--- src/rtl/regfile_sb.sv ---
// Register file with two read ports, two write ports (B wins a same-address tie),
// optional write-to-read bypass and a per-register load-pending scoreboard.
module regfile_sb #(
    parameter int WIDTH  = 16,
    parameter int AW     = 4,
    parameter bit BYPASS = 1'b1
) (
    input  logic             clk,
    input  logic             reset,
    input  logic [AW-1:0]    ra1,
    input  logic [AW-1:0]    ra2,
    output logic [WIDTH-1:0] rd1,
    output logic [WIDTH-1:0] rd2,
    output logic             rdy1,
    output logic             rdy2,
    input  logic             we_a,
    input  logic [AW-1:0]    wa_a,
    input  logic [WIDTH-1:0] wd_a,
    input  logic             we_b,
    input  logic [AW-1:0]    wa_b,
    input  logic [WIDTH-1:0] wd_b,
    input  logic             mark,
    input  logic [AW-1:0]    ma,
    output logic [AW:0]      pend_cnt,
    output logic             wcoll
);

    localparam int DEPTH = 1 << AW;

    logic [WIDTH-1:0]      r_mem [DEPTH];
    logic [DEPTH-1:0]      r_pend;
    logic                  r_wcoll;

    logic [DEPTH-1:0]      w_wen_a;
    logic [DEPTH-1:0]      w_wen_b;
    logic [DEPTH-1:0]      w_mark;
    logic [DEPTH-1:0]      w_pend_nxt;
    logic                  w_coll_nxt;
    logic [1:0][WIDTH-1:0] w_rd;
    logic [1:0]            w_rdy;
    logic [AW:0]           w_cnt;

    // One-hot decode of both write ports and the mark port; bit 0 stays clear
    // so register 0 can never be written or marked.
    always_comb begin
        w_wen_a = '0;
        w_wen_b = '0;
        w_mark  = '0;
        for (int i = 1; i < DEPTH; i++) begin
            w_wen_a[i] = we_a && (wa_a == AW'(i));
            w_wen_b[i] = we_b && (wa_b == AW'(i));
            w_mark[i]  = mark && (ma == AW'(i));
        end
        // Mark is applied last so it beats a write to the same register.
        w_pend_nxt = (r_pend & ~(w_wen_a | w_wen_b)) | w_mark;
        w_coll_nxt = we_a && we_b && (wa_a == wa_b) && (wa_a != '0);
    end

    // NOTE: the storage array is reset explicitly because the file is cleared
    // by reset rather than preloaded; this rules out a RAM macro on purpose.
    always_ff @(posedge clk or posedge reset) begin
        if (reset) begin
            for (int i = 0; i < DEPTH; i++) begin
                r_mem[i] <= '0;
            end
        end else begin
            for (int i = 1; i < DEPTH; i++) begin
                if (w_wen_b[i]) begin
                    r_mem[i] <= wd_b;
                end else if (w_wen_a[i]) begin
                    r_mem[i] <= wd_a;
                end
            end
        end
    end

    // NOTE: state registers use non-blocking assignments so every flop samples
    // the pre-edge values regardless of block ordering.
    always_ff @(posedge clk or posedge reset) begin
        if (reset) begin
            r_pend  <= '0;
            r_wcoll <= 1'b0;
        end else begin
            r_pend  <= w_pend_nxt;
            r_wcoll <= w_coll_nxt;
        end
    end

    // Read ports: port B data has priority over port A when forwarding.
    always_comb begin
        w_rd  = '0;
        w_rdy = '1;
        for (int p = 0; p < 2; p++) begin
            logic [AW-1:0] addr;
            addr     = (p == 0) ? ra1 : ra2;
            w_rd[p]  = r_mem[addr];
            w_rdy[p] = !r_pend[addr];
            if (BYPASS) begin
                if (w_wen_b[addr]) begin
                    w_rd[p]  = wd_b;
                    w_rdy[p] = 1'b1;
                end else if (w_wen_a[addr]) begin
                    w_rd[p]  = wd_a;
                    w_rdy[p] = 1'b1;
                end
            end
            if (addr == '0) begin
                w_rd[p]  = '0;
                w_rdy[p] = 1'b1;
            end
        end
    end

    always_comb begin
        w_cnt = '0;
        for (int i = 1; i < DEPTH; i++) begin
            w_cnt = w_cnt + {{AW{1'b0}}, r_pend[i]};
        end
    end

    assign rd1      = w_rd[0];
    assign rd2      = w_rd[1];
    assign rdy1     = w_rdy[0];
    assign rdy2     = w_rdy[1];
    assign pend_cnt = w_cnt;
    assign wcoll    = r_wcoll;

endmodule

--- config.mk ---
export PLATFORM = sky130hd
export DESIGN_NAME = regfile_sb
export DESIGN_NICKNAME = d
export VERILOG_FILES = /design/src/rtl/regfile_sb.sv
export SDC_FILE = /design/constraint.sdc
export NUM_CORES = 1
export LEC_CHECK = 0
export BUFFER_PORTS_ARGS = -buffer_cell sky130_fd_sc_hd__buf_4
export CORE_UTILIZATION = 55
export CTS_CLUSTER_DIAMETER = 200
export CTS_CLUSTER_SIZE = 28
export DETAILED_ROUTE_END_ITERATION = 6
export GPL_TIMING_DRIVEN = 0
export PLACE_DENSITY = 0.77
export SYNTH_ARGS = -nofsm -noshare
export SYNTH_HDL_FRONTEND = slang
export SYNTH_SLANG_ARGS = --single-unit
--- constraint.sdc ---
create_clock -name clk -period 15 [get_ports clk]
set_input_delay 1.5 -clock clk [delete_from_list [all_inputs] [get_ports clk]]
set_output_delay 1.5 -clock clk [all_outputs]
set_load 0.05 [all_outputs]
* Word-level counts from Yosys, hierarchy flattened
Cells that the tools add are included.
** Word-level totals
- Flip-flop bits (word level) :: 257
- Bits of input ports :: 57
- Output and inout port bits :: 40
- Logic and storage cells :: 215
** Operators by class
- $add $sub $neg :: 14
- $lt $le $gt $ge :: 4
- Eq/ne operators :: 46
- Multiplexer cells :: 60
- Bitwise gates (word level) :: 6
- Reductions and logical operators :: 68
** Operators by type and width (number)
- $mux 16 :: 40
- $bmux 16 s4 :: 2
- $eq 4x4->1 const B :: 24
- $add 5x1->5 :: 10
- $eq 4x3->1 const B :: 12
- $logic_and 1x1->1 :: 48
- $or 16x16->16 :: 2
- $reduce_bool 2->1 :: 15
- $bmux 1 s4 :: 6
- $eq 4x2->1 const B :: 6
- $and 16x16->16 :: 1
- $not 16->16 :: 1
- $eq 4x1->1 const B :: 3
- $mux 1 :: 12
- $ge 5x5->1 const B :: 2
- $lt 4x5->1 const B :: 2
- $not 4->5 :: 2
- $logic_not 4->1 :: 2
- $add 4x1->5 :: 1
- $add 3x1->4 :: 1
- $eq 4x4->1 :: 1
- $reduce_bool 4->1 :: 1
- $add 2x1->3 :: 1
- $add 1x1->2 :: 1
- $logic_not 1->1 :: 2

* Logic depth before layout (Yosys ltp)
- Depth after elaboration :: 14
- Gate-level depth with buffers :: 10
- Gate-level depth less buffers :: 10

* Least setup slack after synthesis
Ideal clock, no wire load.
- Path kind :: register to output
- From :: register r_pend[6]
- To :: output port pend_cnt[2]
- Arrival :: 4.003 ns
- Required time :: 13.500 ns
- Slack :: 9.497 ns
- Cell stages (with the launch flop) :: 9
- Buffers on the path :: 0
- Path through :: dfrtp_1 inv_1 fa_1 fa_1 fa_1 fa_1 fa_1 fa_1 xnor2_1
** On the way
- Longest elaborated chain between the ends :: 10
** Ends and longest elaborated chain
- start, declared :: RTL line 31 : logic [DEPTH-1:0] r_pend;
- start signal, assigned :: RTL line 84 : r_pend <= w_pend_nxt;
- $add 5x1->5 (10 in a row) :: RTL line 117 : w_cnt = w_cnt + {{AW{1'b0}}, r_pend[i]};
- end, declared :: RTL line 24 : output logic [AW:0] pend_cnt,
Every way passes these cells.

* Worst setup path after layout
- From :: input port ra2[1]
- To :: output port rd2[9]
** On the way
- Longest elaborated chain between the ends :: 7
- Elaborated cells between the ends (all ways) :: 12
- Classes of those cells :: mux: 10; bitwise: 1; reduce/logical: 1
** Ends and longest elaborated chain
- start, declared :: RTL line 11 : input logic [AW-1:0] ra2,
- $not 4->5 (implied by the code) :: RTL line 96 : w_rd[p] = r_mem[addr];
- $bmux 16 s4 :: RTL line 96
- $mux 16 (implied by the code) (2 in a row) :: RTL line 96
- $mux 16 :: RTL line 102 : end else if (w_wen_a[addr]) begin
- $mux 16 :: RTL line 99 : if (w_wen_b[addr]) begin
- $mux 16 (*) :: RTL line 107 : if (addr == '0) begin
- end, declared :: RTL line 13 : output logic [WIDTH-1:0] rd2,
Every way passes the cells marked *; elsewhere a longest branch is shown, timed or not. The select of a mux whose other input is x is not followed.

==> metrics <==
status finished, violations left; failing checks DRC; Gate Count Post-Synth 1744; Primary FF master, synth dfrtp_1; share of layout cells above drive strength 1 between 10% and 20%; clock sinks 256; Die ar. 32610 µm²; # rows 65; #FFs+latches synth roughly 260; Via density ~7; vias in the first global route 15370; clock tree buffer depth 3; Die Span Y 180.6 µm; f_max 0.1704 GHz; Worst-Skew Late Latency 0.49 ns; Max Clock Skew 0 ns; Hold Crit Start r_pend[1]; slowest stage delay, CP between 0.5 and 0.6 ns; fin util between 60 and 70%; XOR/XNOR Fraction of Synth Area less than 1%; WP buf/inv 6; area growth from synthesis to layout 7.739%; wire per inst 31.57 µm; Worst-Margin Slew 1.170 ns; worst hold margin 0.5593 ns; cell area power density approximately 140 nW/µm²; max_slew headroom 21.30%; # Max-Cap Violations 0; dominant delay contributor by cell family on the critical path buffers and inverters; Core ar. 31470 µm²; unique cell type count in the Yosys netlist 65; drt initial violations 2768; root buf cell clkbuf_16; largest family of logic cells by synthesized area multiplexers; Sequential Power Share approximately 40%; vias ~16000; ANT nets after route 0; Final Hold Fails 0; most frequent CP cell buf_4; Critical Path RT 13.50 ns; Total GRT Usage 43.27%; CTS clock-pin slew for the worst setup and hold paths around 0.12 ns; Post-synth EDFFs 0; DRC 2; period utilization between 30% and 40%; setup TNS 0 ns; post-cts hold buffer count 0; Worst Setup SP ra2[1]; port bufs 56; Seq/Total Area, Yosys 36.52%; CTS Buf Count 13; reg-to-reg startpoint r_pend[4]; RD Place Congestion approximately 1.1; Startpoint Class primary input; drt pass-1 iters 7; critical path arrival 4.37 ns; Comb pwr share between 40 and 50%; worst-path cell chain buf_4 > buf_6 > buf_4 > buf_2 > nor4_1 > o211ai_1 > buf_2 > o21ai_0 > o22ai_1 > buf_4; IO Count 97; Hold WC Path Type flip-flop to flip-flop; complex-gate fraction of the synthesized area a little over an eighth; placed instance area 18530 µm²; largest net degree at the start of global routing 110; post-layout min period 5.867 ns; Peak VDD IR 0.0001997 V; Initial Utilization 55.73%; Detailed Place HPWL ~53000 µm; Pleak 7.860 nW; CP Max Fanout 10; synth warn 16; number of H-tree levels 1; RSZ-0062 raised after global routing no; Synth Area per Inst ~10 µm²; drt total wl roughly 70000 µm; synthesized area 17540 µm²; Pint 0.001501 W; CTS tree done; crit path kind primary input to output port; global route total overflow 0; Slowest cell on crit path o211ai_1; post-synthesis simple-gate area fraction between 10% and 20%; global-route wire length before repair 103100 µm; final slew viol count 0; # Post-CTS Setup Buffers 0; async set or reset register ratio after synthesis 100.0%; Nets around 1900; Die W 180.6 µm; initial antenna violation count 4; Setup violations, final 0; Worst Setup End Kind output port; syn_nets roughly 1800; multiplexer area fraction after synthesis a little under a third; sw frac 41.84%; NetSw 0.001080 W; Clock power frac 15.8%; cts repair resizes 0; adder-cell share of the synthesized area 1.284%; Final Cell Area 18900 µm²
==> cells in the mapped netlist, types with 14 or more instances <==
library cell    n  area, µm²
o22ai_1        20      125.1
nor2_1        233      874.6
buf_2          57      285.3
a221oi_1       17      148.9
buf_4          22      165.2
clkbuf_1      100      375.4
mux2_2         33      371.6
a21oi_1       184      920.9
nor2b_1        14      87.58
dfrtp_1       256       6406
mux4_2         81       1824
mux4_1         28      735.7
inv_1          36      135.1
mux2i_1       249       2492
o21ai_0        86      430.4
nand2_1       122      457.9
==> cell type report <==
class	count	area, µm²
antenna	4	10.01
timing repair buffer	58	475.5
buffer	204	1002
multi-input combinational	1248	10000
sequential	256	6406
tap	402	503.0
inverter	36	142.6
clock buffer	13	325.3
clock inverter	1	30.03
fill	2686	12570
==> power groups by stage <==
stage / sequential, W / combinational (W) / clock, W
global placement: 0.00101 / 0.00109 / 0
detailed placement: 0.00103 / 0.00112 / 0
CTS: 0.00101 / 0.00112 / 0.000405
global route: 0.00104 / 0.00121 / 0.000426
finish: 0.00103 / 0.00114 / 0.000408
floorplan: 0.000963 / 0.000833 / 0
==> logic make-up after synthesis <==
group	count (synthesis)
simple gates	440
xor+xnor	16
buf+inv	240
mux	391
fa+ha+maj	12
compound gates	388
flops	256
other cells	1
==> cells in the final DEF, fill, tap and decap left out, types with 7 or more instances in the layout <==
master / Yosys / final
clkbuf_16: 0 / 13
o2111ai_1: 9 / 9
buf_1: 13 / 13
nor2b_1: 14 / 14
nor2_1: 233 / 233
o22ai_1: 20 / 20
clkbuf_1: 100 / 100
a31oi_1: 8 / 8
nor2_2: 7 / 7
mux2_2: 33 / 33
mux4_2: 81 / 81
buf_4: 22 / 78
buf_2: 57 / 57
nand3_1: 7 / 7
a311oi_1: 8 / 8
a21oi_1: 184 / 184
nand2b_1: 10 / 10
o21ai_0: 86 / 86
a221oi_1: 17 / 17
nor3_1: 12 / 12
fa_1: 10 / 10
xnor2_1: 11 / 11
nand2_1: 122 / 122
mux4_1: 28 / 28
inv_1: 36 / 35
mux2i_1: 249 / 249
a22o_1: 10 / 10
a221o_1: 9 / 9
dfrtp_1: 256 / 256
==> registers in the layout, summed over array words and instances (netlist names) <==
signal and cells:
r_pend 15, r_mem 240, wcoll 1
==> worst paths after layout <==
| check | slack (ns) | to | cells after the start |
|---|---|---|---|
| worst max-delay path | 9.13 | rd2[9] | 10 |
| worst min-delay path | 0.56 | r_pend[1] | 1 |
| worst max register to register | 13.96 | r_pend[4] | 3 |
| worst min register to register | 0.56 | r_pend[1] | 1 |
| max in group asynchronous | 12.99 | r_mem[114] | 3 |
| min in group asynchronous | 1.03 | r_pend[6] | 2 |
==> per-stage QoR <==
step / setup slack, ns / power (W) / cells
5_1_grt: 9.155 / 0.002676 / 2221
3_5_place_dp: 9.364 / 0.002145 / 2204
4_1_cts: 9.255 / 0.002538 / 2218
2_1_floorplan: 6.458 / 0.001796 / 1744
6_report: 9.133 / 0.002581 / 2222
3_3_place_gp: 3.282 / 0.002103 / 2202
==> per-layer routing <==
layer | GRT usage, % | routed length, µm | part of all wire [%]
met1 | 58.41 | 25500 | 36
met2 | 62.43 | 29450 | 42
met3 | 13.02 | 10490 | 15
met4 | 23.79 | 4635 | 6.6
met5 | 0 | 76 | 0.11
(Power assumes the default switching activity.)
